$ cat config.mk
export PLATFORM = sky130hd
export DESIGN_NAME = sync_fifo_flat
export DESIGN_NICKNAME = d
export VERILOG_FILES = /design/src/rtl/sync_fifo_pkg.sv /design/src/rtl/sync_fifo_if.sv /design/src/rtl/fifo_ram.sv /design/src/rtl/sync_fifo.sv /design/src/flat_wrapper.sv
export SDC_FILE = /design/constraint.sdc
export NUM_CORES = 1
export LEC_CHECK = 0
export CORE_MARGIN = 2
export CORE_UTILIZATION = 30
export CTS_CLUSTER_DIAMETER = 30
export DETAILED_ROUTE_END_ITERATION = 8
export GPL_TIMING_DRIVEN = 0
export PLACE_DENSITY = 0.5
export SLEW_MARGIN = 5
export SYNTH_ARGS = -nofsm -noshare
export SYNTH_HDL_FRONTEND = slang
export SYNTH_SLANG_ARGS = --single-unit
$ cat constraint.sdc
create_clock -name clock -period 3.45 [get_ports clock]
set_input_delay 0.69 -clock clock [delete_from_list [all_inputs] [get_ports clock]]
set_output_delay 0.69 -clock clock [all_outputs]
set_load 0.05 [all_outputs]
$ cat src/rtl/sync_fifo_pkg.sv
// rtl/sync_fifo_pkg.sv - shared fifo mode constants and depth helpers
package sync_fifo_pkg;

  localparam int FIFO_MODE_STD  = 0;
  localparam int FIFO_MODE_FWFT = 1;

  function automatic int fifo_depth(input int order);
    return 1 << order;
  endfunction

  function automatic int fifo_clog2(input int n);
    int r;
    r = 0;
    while ((1 << r) < n) r = r + 1;
    return r;
  endfunction

endpackage

$ cat src/rtl/sync_fifo_if.sv
// rtl/sync_fifo_if.sv - producer/consumer side signals of sync_fifo
interface sync_fifo_if #(
  parameter int W     = 8,
  parameter int ORDER = 4
);
  logic [W-1:0] in;
  logic         put;
  logic         full;
  logic         almost_full;
  logic [W-1:0] out;
  logic         get;
  logic         empty;
  logic         almost_empty;
  logic [ORDER:0] count;
  logic         overflow;
  logic         underflow;

  modport master (
    output in, put, get,
    input  full, almost_full, out, empty, almost_empty, count, overflow, underflow
  );

  modport slave (
    input  in, put, get,
    output full, almost_full, out, empty, almost_empty, count, overflow, underflow
  );
endinterface

$ cat src/rtl/fifo_ram.sv
// rtl/fifo_ram.sv - simple dual-port storage, sync write, async read
module fifo_ram #(
  parameter int W     = 8,
  parameter int ORDER = 4
) (
  input  logic             i_clk,
  input  logic             i_we,
  input  logic [ORDER-1:0] i_waddr,
  input  logic [W-1:0]     i_wdata,
  input  logic [ORDER-1:0] i_raddr,
  output logic [W-1:0]     o_rdata
);
  logic [W-1:0] r_mem [0:(1<<ORDER)-1];

  always_ff @(posedge i_clk) begin
    if (i_we) r_mem[i_waddr] <= i_wdata;
  end

  assign o_rdata = r_mem[i_raddr];
endmodule

$ cat src/rtl/sync_fifo.sv
// rtl/sync_fifo.sv - single-clock fifo with count, almost flags, optional FWFT
module sync_fifo
  import sync_fifo_pkg::*;
#(
  parameter int W     = 8,
  parameter int ORDER = 4,
  parameter int AF    = 14,
  parameter int AE    = 2,
  parameter int FWFT  = FIFO_MODE_STD
) (
  input  logic       clock,
  input  logic       reset_n,
  sync_fifo_if.slave bus
);
  localparam int             DEPTH   = fifo_depth(ORDER);
  localparam logic [ORDER:0] DEPTH_C = DEPTH[ORDER:0];
  localparam logic [ORDER:0] AF_C    = AF[ORDER:0];
  localparam logic [ORDER:0] AE_C    = AE[ORDER:0];
  localparam bit             IS_FWFT = (FWFT == FIFO_MODE_FWFT);

  logic [ORDER-1:0] r_wptr;
  logic [ORDER-1:0] r_rptr;
  logic [ORDER:0]   r_count;
  logic             r_full;
  logic             r_empty;
  logic             r_almost_full;
  logic             r_almost_empty;
  logic             r_overflow;
  logic             r_underflow;
  logic [W-1:0]     r_out;

  logic             w_wr_en;
  logic             w_rd_en;
  logic [ORDER-1:0] w_rptr_inc;
  logic [ORDER-1:0] w_ram_raddr;
  logic [W-1:0]     w_ram_rdata;
  logic [ORDER:0]   w_count_nxt;
  logic [W-1:0]     w_out_nxt;

  assign w_wr_en     = bus.put & ~r_full;
  assign w_rd_en     = bus.get & ~r_empty;
  assign w_rptr_inc  = r_rptr + 1'b1;
  // FWFT looks one slot ahead: the word that becomes head after a get.
  assign w_ram_raddr = IS_FWFT ? w_rptr_inc : r_rptr;

  fifo_ram #(
    .W     (W),
    .ORDER (ORDER)
  ) u_ram (
    .i_clk   (clock),
    .i_we    (w_wr_en),
    .i_waddr (r_wptr),
    .i_wdata (bus.in),
    .i_raddr (w_ram_raddr),
    .o_rdata (w_ram_rdata)
  );

  always_comb begin
    w_count_nxt = r_count;
    if (w_wr_en && !w_rd_en)
      w_count_nxt = r_count + 1'b1;
    else if (!w_wr_en && w_rd_en)
      w_count_nxt = r_count - 1'b1;
  end

  always_comb begin
    w_out_nxt = r_out;
    if (IS_FWFT) begin
      if (w_rd_en) begin
        // New head may be the word written on this same edge, not yet in ram.
        if (w_count_nxt != '0)
          w_out_nxt = (w_wr_en && (r_wptr == w_rptr_inc)) ? bus.in : w_ram_rdata;
      end else if (r_empty && w_wr_en) begin
        w_out_nxt = bus.in;
      end
    end else if (w_rd_en) begin
      w_out_nxt = w_ram_rdata;
    end
  end

  always_ff @(posedge clock or negedge reset_n) begin
    if (!reset_n) begin
      r_wptr         <= '0;
      r_rptr         <= '0;
      r_count        <= '0;
      r_full         <= 1'b0;
      r_empty        <= 1'b1;
      r_almost_full  <= (AF_C == '0);
      r_almost_empty <= 1'b1;
      r_overflow     <= 1'b0;
      r_underflow    <= 1'b0;
      r_out          <= '0;
    end else begin
      if (w_wr_en) r_wptr <= r_wptr + 1'b1;
      if (w_rd_en) r_rptr <= w_rptr_inc;
      r_count        <= w_count_nxt;
      r_full         <= (w_count_nxt == DEPTH_C);
      r_empty        <= (w_count_nxt == '0);
      r_almost_full  <= (w_count_nxt >= AF_C);
      r_almost_empty <= (w_count_nxt <= AE_C);
      r_out          <= w_out_nxt;
      if (bus.put && r_full)  r_overflow  <= 1'b1;
      if (bus.get && r_empty) r_underflow <= 1'b1;
    end
  end

  assign bus.full         = r_full;
  assign bus.almost_full  = r_almost_full;
  assign bus.out          = r_out;
  assign bus.empty        = r_empty;
  assign bus.almost_empty = r_almost_empty;
  assign bus.count        = r_count;
  assign bus.overflow     = r_overflow;
  assign bus.underflow    = r_underflow;
endmodule

$ cat src/flat_wrapper.sv
// flat-port wrapper written by rule: the top's interface ports become plain ports
module sync_fifo_flat import sync_fifo_pkg::*;
#(
  parameter int W     = 8,
  parameter int ORDER = 4,
  parameter int AF    = 14,
  parameter int AE    = 2,
  parameter int FWFT  = FIFO_MODE_STD
)
  (clock, reset_n, bus_in, bus_put, bus_get, bus_full, bus_almost_full, bus_out, bus_empty, bus_almost_empty, bus_count, bus_overflow, bus_underflow);
  sync_fifo_if #(.W(W), .ORDER(ORDER)) bus_i ();
  input  logic clock;
  input  logic reset_n;
  input wire logic [$bits(bus_i.in)-1:0] bus_in;
  input wire logic [$bits(bus_i.put)-1:0] bus_put;
  input wire logic [$bits(bus_i.get)-1:0] bus_get;
  output wire logic [$bits(bus_i.full)-1:0] bus_full;
  output wire logic [$bits(bus_i.almost_full)-1:0] bus_almost_full;
  output wire logic [$bits(bus_i.out)-1:0] bus_out;
  output wire logic [$bits(bus_i.empty)-1:0] bus_empty;
  output wire logic [$bits(bus_i.almost_empty)-1:0] bus_almost_empty;
  output wire logic [$bits(bus_i.count)-1:0] bus_count;
  output wire logic [$bits(bus_i.overflow)-1:0] bus_overflow;
  output wire logic [$bits(bus_i.underflow)-1:0] bus_underflow;
  assign bus_i.in = bus_in;
  assign bus_i.put = bus_put;
  assign bus_i.get = bus_get;
  assign bus_full = bus_i.full;
  assign bus_almost_full = bus_i.almost_full;
  assign bus_out = bus_i.out;
  assign bus_empty = bus_i.empty;
  assign bus_almost_empty = bus_i.almost_empty;
  assign bus_count = bus_i.count;
  assign bus_overflow = bus_i.overflow;
  assign bus_underflow = bus_i.underflow;
  sync_fifo #(.W(W), .ORDER(ORDER), .AF(AF), .AE(AE), .FWFT(FWFT)) u_core (.clock(clock), .reset_n(reset_n), .bus(bus_i));
endmodule
======== Yosys cells after proc, flatten, opt, wreduce, memory -nomap -nowiden ========
Memories as Yosys holds them, arrays and structs flattened. A register that Yosys moved wholly into a read port is not among the register bits.
Cells that the tools add are included.
storage, ports and cells
  bits in registers ....................... 19
  memory bits (writable) .................. 128
  bits of input ports ..................... 12
  output and inout port bits .............. 19
  logic and storage cells ................. 33
  memories kept ........................... 1
operators by class
  add/subtract/negate cells ............... 4
  order comparisons ....................... 2
  equal/unequal tests ..................... 1
  mux-type cells .......................... 4
  bitwise logic cells ..................... 4
  reductions and logical operators ........ 8
memory list
  memory              depth  bits a word  rd ports  clocked after Yosys merged registers in  wr ports  line            text
  u_core.u_ram.r_mem  16     8            1         1                                        1         fifo_ram.sv:13  logic [W-1:0] r_mem [0:(1<<ORDER)-1];
operators with widths
  kind                 number
  $mux 5               2
  $add 4x1->4 const B  2
  $add 5x1->5 const B  1
  $eq 5x5->1 const B   1
  $ge 5x4->1 const B   1
  $le 5x2->1 const B   1
  $logic_not 5->1      1
  $sub 5x1->5 const B  1
  $logic_and 1x1->1    4
  $logic_not 1->1      3
  $and 1x1->1          2
  $mux 1               2
  $not 1->1            2

======== Logic depth before layout (Yosys ltp) ========
Gate-level depths: netlist (run 1).
  depth in word-level cells ............... 7
  gate-level depth with buffers ........... 7

======== Hierarchy ========
A second synthesis (run 1) with hierarchy kept.
second synthesis, totals
  cell total of the unflattened synthesis .. 333
  area total of the unflattened synthesis .. 6,218.5 um^2
modules (own cells, without submodules)
  module     instances  cells each  area an instance (um^2)
  fifo_ram   1          221         4,987.3
  sync_fifo  1          112         1,231.2

======== Least setup slack after synthesis (run 1) ========
No wires, ideal clock.
  path type ............................... reg-to-reg
  start point ............................. register u_core.r_full, in the netlist u_core.bus.full
  end point ............................... memory u_core.u_ram.r_mem[3][0] (enable)
  library setup time ...................... 0.383 ns
  arrival time ............................ 1.766 ns
  slack ................................... 1.300 ns
  stages on the path, launching flop included .. 5
  buffers on the path ..................... 1
  clock period less this slack ............ 2.150 ns
  cell sequence ........................... dfrtp_1 > and2b_2 > buf_4 > nand2_1 > nor3_1
between the ends
  cells in the longest elaborated chain, start to end .. 4
ends and longest elaborated chain
  what                          line             text
  start, declared               sync_fifo.sv:24  logic r_full;
  start signal, assigned        sync_fifo.sv:97  r_full <= (w_count_nxt == DEPTH_C);
  $not 1->1                     sync_fifo.sv:40  assign w_wr_en = bus.put & ~r_full;
  $and 1x1->1                   sync_fifo.sv:40
  $mux 1                        fifo_ram.sv:16   if (i_we) r_mem[i_waddr] <= i_wdata;
  $mux 1 (implied by the code)  fifo_ram.sv:16
  end, declared                 fifo_ram.sv:13
Every way passes these cells.

======== Worst setup path in the final report (run 1) ========
  start point ............................. input bus_put
  end point ............................... memory u_core.u_ram.r_mem[0][4] (enable)
between the ends
  cells in the longest elaborated chain, start to end .. 3
ends and longest elaborated chain
  what                          line                text
  start, declared               flat_wrapper.sv:15  input wire logic [$bits(bus_i.put)-1:0] bus_put;
  $and 1x1->1                   sync_fifo.sv:40
  $mux 1                        fifo_ram.sv:16
  $mux 1 (implied by the code)  fifo_ram.sv:16
Every way passes these cells.

==> qor.yml, run 1 <==
sta:
  period_needed_ps: 2700
  tightest_slew_ps: 1270
  setup_viol_count_final: 0
  slew-limit-headroom_pct: 14.5
  clock_skew_ps: 7.49
  tns_ps: 0
  hold_viol_final: 0
  timing.final.crit_share_pct: 78.3
  drv_slew: 0
  timing.fmax_mhz: 370
  rsz0062_at_grt: "no"
synthesis:
  syn_inst: 416
  yosysUniqueCellTypes: 41
  synth_compound_area_share_pct: 4.91
  synth_area_leader_cell: "edfxtp_1"
  synth-simple-area-share_pct: 8.51
  synth_fp_nets: 435
  synthMuxAreaShare_pct: 10.1
  synth_top_family_by_area: "multiplexers"
  syn_avg_cell_area_sq_um: 15.2
  synth_top_cell_area_share_pct: 60.8
  synth-seq-cells: 155
  synthAdderAreaFrac_pct: 1.39
  synth.area.top_cells: "edfxtp_1, mux2i_1, dfrtp_1, nand3_1, nand2_1"
  yosysWarnings: 0
  syn_area_sq_mm: 0.00632
  ys_seq_area_share_pct: 71.6
  synthXorXnorAreaFrac_pct: 1.35
critical_path:
  cp_slowest_cell: "nor3_1"
  crit_path_start_kind: "input port"
  cp_cell_sequence: "clkdlybuf4s50_1 > and2b_2 > buf_4 > nand2_1 > nor3_1"
  cp.required_ps: 3480
  crit_family: "simple AND/OR/NAND/NOR gates"
  worst_path_largest_cell_delay_ps: 1000
  worst_setup_path_end_kind: "flip-flop"
  worstPathMaxFanout: 10
  arrival_ps: 2730
  crit_buf_inv: 2
  crit_type: "in2reg"
  r2r_cells: 4
  worst-path-stages: 5
routing:
  post_drt_wl_per_cell_microns: 19.1
  ant_nets: 0
  drtPass1Iterations: 4
  post-route-drc-count: 0
  routed_via_density: 4.69
  vias: 3533
  dr.first_iter.drc_count: 265
  finalWirelength_mm: 14.4
floorplanning:
  dieArea_sq_mm: 0.0222
  dieHeight_microns: 149
  placementRows: 53
  core_area_sq_mm: 0.0208
  start_util_pct: 30.3
  ioPinCount: 31
  dieWidth_microns: 149
grt:
  grt_overflow: 0
  antenna_found_initial: 0
  grt_max_degree: 28
  first_global_vias: 3627
  grt_pass1_wl_mm: 22.0
  grt_use_total_pct: 13.8
power_and_ir_drop:
  p_switching_mw: 2.39
  power_frac_seq_pct: 37.4
  p_int_mw: 4.35
  vdd_drop_max_v: 0.000230
  switching_share_pct: 35.5
  pwr_density_cell_mw_per_mm2: 889
  p_leak_nw: 2.69
  combPwrFrac_pct: 34.1
  power.share.clock_pct: 28.5
clock_tree:
  insertion_delay_ps: 420
  postCtsHoldBufs: 0
  htreeDepth: 4
  numCtsBuffers: 17
  cts_setup_buffers: 0
  path_clk_slew_ps: 60
  clock_path_buffers: 2
  cts_sinks: 155
  cts_resized: 0
  ctsRootBufferMaster: "clkbuf_16"
  cts_tree: "yes"
place:
  placed_area_sq_mm: 0.00696
  place_congestion: 0.786
  place_hpwl_mm: 9.73
  io_buffer_count: 30
cells_and_area:
  fin_util_pct: 36.4
  final_area_sq_mm: 0.00758
  antenna_cells: 0
  fillers: 1993
  syn2layout_area_growth_pct: 19.9
  nets: 484
  final_cell_mix: "edfxtp_1, mux2i_1, nand2_1"
  layout_commonest_cell: "edfxtp_1"
  drive_above_1_share_pct: 12.3
outcome:
  outcome: "finished clean"
job:
  max_cap_viol_count: 0
min_path:
  min_path_type: "in2async"
==> worst paths after layout <==
path / start / endpoint / slack (ps)
worst max-delay path: bus_put / u_core.u_ram.r_mem[0][4]$_DFFE_PP_ / 750
worst min-delay path: reset_n / u_core.bus.count[1]$_DFF_PN0_ / 300
worst max register to register: u_core.bus.full$_DFF_PN0_ / u_core.u_ram.r_mem[0][4]$_DFFE_PP_ / 1050
worst min register to register: u_core.bus.overflow$_DFFE_PN0P_ / u_core.bus.overflow$_DFFE_PN0P_ / 460
max in group asynchronous: reset_n / u_core.bus.out[1]$_DFFE_PN0P_ / 2710
min in group clock: u_core.bus.overflow$_DFFE_PN0P_ / u_core.bus.overflow$_DFFE_PN0P_ / 460
==> synth_stat cells <==
library cell / count
mux2i_1: 64
nand2b_1: 5
nor3_1: 7
nor2b_1: 2
nand4b_1: 1
nor2b_4: 1
edfxtp_1: 128
ha_1: 7
inv_1: 6
xor2_2: 1
o21ai_0: 4
a21o_1: 1
and2b_2: 1
nor2_1: 16
a31oi_2: 1
and3b_1: 1
a21boi_1: 1
a21o_2: 1
and3_1: 1
inv_2: 1
and2_1: 1
dfrtp_1: 25
a21oi_1: 18
o41ai_1: 1
buf_2: 6
nand2_1: 37
a22oi_1: 16
dfstp_2: 2
nand3_1: 28
buf_4: 4
xnor2_1: 6
clkbuf_1: 7
buf_6: 1
nand4_1: 1
a32oi_1: 2
buf_1: 3
nor4_2: 1
nor4b_2: 2
xnor2_2: 1
a22o_4: 1
nor2_2: 3
==> power by group through the flow <==
| stage | combinational [mW] | sequential (mW) | clock [mW] |
|---|---|---|---|
| 4_1_cts | 2.31 | 2.52 | 1.96 |
| 5_1_grt | 2.49 | 2.55 | 2.03 |
| 3_5_place_dp | 2.31 | 2.56 | 0 |
| 2_1_floorplan | 1.24 | 2.87 | 0 |
| 3_3_place_gp | 2.29 | 2.54 | 0 |
| 6_report | 2.30 | 2.52 | 1.92 |
==> stage by stage <==
step	total power, mW	worst slack [ps]	std cells	hold WS, ps
final	6.74	747	753	303
after global routing	7.07	615	753	356
after CTS	6.80	580	753	321
after detailed placement	4.86	133	721	459
after global placement	4.83	157	721	442
after floorplan	4.11	1300	416	394
==> layout make-up <==
| class | instances | area, sq um | share of cell area (%) |
|---|---|---|---|
| clock buffers | 19 | 433 | 5.71 |
| multi-input cells | 233 | 1680 | 22.1 |
| flip-flops and latches | 155 | 4520 | 59.7 |
| inverters | 7 | 26.3 | 0.347 |
| repair buffers | 30 | 295 | 3.90 |
| clock inverters | 13 | 173 | 2.28 |
| well taps | 275 | 344 | 4.54 |
| plain buffers | 21 | 109 | 1.44 |
==> state kept, by name (all words and copies together), names as in the netlist <==
| signal | count |
|---|---|
| u_core.bus.full | 1 |
| u_core.bus.almost_empty | 1 |
| u_core.bus.almost_full | 1 |
| u_core.bus.underflow | 1 |
| u_core.r_wptr | 4 |
| u_core.bus.out | 8 |
| u_core.bus.overflow | 1 |
| u_core.u_ram.r_mem | 128 |
| u_core.r_rptr | 4 |
| u_core.bus.count | 5 |
| u_core.bus.empty | 1 |
==> worst reg2reg max path: stages (launching register included) <==
cell     delay [ps]
dfrtp_1         400
and2b_2         270
buf_4           180
nand2_1         160
nor3_1         1000
==> routing by layer <==
| layer | vias to the layer above | part of all wire (%) | track usage, % |
|---|---|---|---|
| li1 | 1657 | - | - |
| met1 | 1771 | 47 | 18.8 |
| met2 | 87 | 47 | 21.6 |
| met3 | 18 | 4.7 | 3.24 |
| met4 | 0 | 1.6 | 4.76 |
| met5 | - | 0 | 0 |
==> cell families after synthesis <==
group	after synthesis
and+or+nand+nor	108
DFF	155
buffers and inverters	28
AOI/OAI and AO/OA	46
adders and majority gates	7
xor gates and xnor gates	8
muxes	64
(Power assumes the default switching activity.)
==> inputs of run 2 (changes only) <==
clock period = 2.5 ns   (was 3.45 ns; I/O delays follow)
==> qor.yml, run 2 (same netlist as run 1, synthesis figures left out) <==
clock_tree:
  cts_tree: "yes"
  insertion_delay_ps: 420  # about the same
  ctsRootBufferMaster: "clkbuf_16"
  numCtsBuffers: 17  # unchanged
  cts_sinks: 155  # unchanged
  cts_setup_buffers: 0  # unchanged
  path_clk_slew_ps: 60  # about the same
  htreeDepth: 4  # unchanged
  clock_path_buffers: 2  # unchanged
place:
  dp.cells: 721  # unchanged
  pre_cts_slack_ps: -627  # -760 ps
  io_buffer_count: 30  # unchanged
  place_hpwl_mm: 9.73  # unchanged
  placed_area_sq_mm: 0.00696  # unchanged
  place_congestion: 0.786  # unchanged
cells_and_area:
  drive_above_1_share_pct: 12.6  # +0.21 points
  final_area_sq_mm: 0.00758  # about the same
  final_cell_mix: "edfxtp_1, mux2i_1, nand2_1"
  antenna_cells: 0  # unchanged
  largest_reg_flops: 128  # unchanged
  fin_cells: 753  # unchanged
  nets: 484  # unchanged
  layout_commonest_cell: "edfxtp_1"
  top_register: "u_core.u_ram.r_mem"
  syn2layout_area_growth_pct: 20.0  # about the same
  fin_util_pct: 36.4  # about the same
job:
  max_cap_viol_count: 0  # unchanged
routing:
  drtPass1Iterations: 4  # unchanged
  ant_nets: 0  # unchanged
  post_drt_wl_per_cell_microns: 19.1  # -0.39%
  finalWirelength_mm: 14.3  # -0.39%
  dr.first_iter.drc_count: 281  # +6.0%
  post-route-drc-count: 0  # unchanged
  routed_via_density: 4.67  # -0.45%
  vias: 3517  # -0.45%
power_and_ir_drop:
  p_total_mw: 9.29  # +38%
  pwr_density_cell_mw_per_mm2: 1230  # +38%
  p_leak_nw: 2.69  # about the same
  vdd_drop_max_v: 0.000318  # +38%
critical_path:
  cp_slowest_cell: "clkdlybuf4s50_1"
  crit_type: "reg2out"
  cp.required_ps: 2000  # -1480 ps
  worst_path_largest_cell_delay_ps: 800  # -200 ps
  cp_cell_sequence: "clkdlybuf4s50_1"
  worstPathMaxFanout: 4  # -6
  arrival_ps: 1790  # -940 ps
  worst_setup_path_end_kind: "output pin"
  crit_buf_inv: 1  # -1
  crit_path_start_kind: "flip-flop"
  crit_family: "buffers and inverters"
sta:
  hold_ws_ps: 113  # -190 ps
  timing.fmax_mhz: 437
  rsz0062_at_grt: "no"
  timing.final.crit_share_pct: 91.5
  setup_viol_count_final: 0  # unchanged
  slew-limit-headroom_pct: 45.6  # +31 points
  drv_slew: 0  # unchanged
  tns_ps: 0  # unchanged
  hold_viol_final: 0  # unchanged
  period_needed_ps: 2290
  tightest_slew_ps: 811  # -462 ps
  worst_slack_ps: 213  # -534 ps
  clock_skew_ps: 7.46  # -0.0307 ps
floorplanning:
  dieHeight_microns: 149  # unchanged
  ioPinCount: 31  # unchanged
  dieWidth_microns: 149  # unchanged
  dieArea_sq_mm: 0.0222  # unchanged
  placementRows: 53  # unchanged
  core_area_sq_mm: 0.0208  # unchanged
  start_util_pct: 30.3  # unchanged
grt:
  grt_overflow: 0  # unchanged
  grt_max_degree: 28  # unchanged
  grt_use_total_pct: 13.8  # about the same
  first_global_vias: 3632  # +0.14%
  antenna_found_initial: 0  # unchanged
  grt_pass1_wl_mm: 22.0  # +0.15%
outcome:
  outcome: "finished clean"
min_path:
  min_path_type: "in2async"
[run 2: cell types whose count changed in the layout (fill, tap and decap cells not counted)]
| cell | previous run | this run |
|---|---|---|
| nor3_1 | 4 | 3 |
| nor3_2 | 3 | 4 |
[run 2: what timing repair did]
item	in CTS	in global routing
gates resized for setup	4	0
setup endpoints to repair	32	0
hold endpoints to repair	0	0
hold buffers	0	0
[run 2: routing by layer]
metal	wire (microns)	track usage (%)	vias to the layer above	share of wire [%]
met5	0	0	-	0
met4	237	4.76	0	1.7
met3	961	3.24	18	6.7
met2	6660	21.6	93	46
met1	6480	18.8	1749	45
li1	-	-	1657	-
[run 2: worst paths after layout]
path,startpoint,end,slack (ps),depth (start not counted)
max,u_core.bus.empty$_DFF_PN1_,bus_empty,210,1
min,reset_n,u_core.bus.count[1]$_DFF_PN0_,110,1
max reg2reg,u_core.bus.full$_DFF_PN0_,u_core.u_ram.r_mem[3][4]$_DFFE_PP_,400,4
min reg2reg,u_core.bus.overflow$_DFFE_PN0P_,u_core.bus.overflow$_DFFE_PN0P_,460,1
max in group asynchronous,reset_n,u_core.bus.out[4]$_DFFE_PN0P_,1950,1
min in group clock,u_core.bus.overflow$_DFFE_PN0P_,u_core.bus.overflow$_DFFE_PN0P_,460,1
[run 2: final cells by class]
class	instances	area, sq um
inverters	7	26.3
plain buffers	21	109
repair buffers	30	295
multi-input cells	233	1680
flip-flops and latches	155	4520
clock buffers	19	433
well taps	275	344
clock inverters	13	173
fillers	1992	13200
[run 2: report_power, final]
part           total, mW  switching [mW]  leakage, nW  internal (mW)
logic               3.17            2.07        0.919           1.10
registers           3.47           0.232         1.47           3.24
clock network       2.65           0.986        0.296           1.66
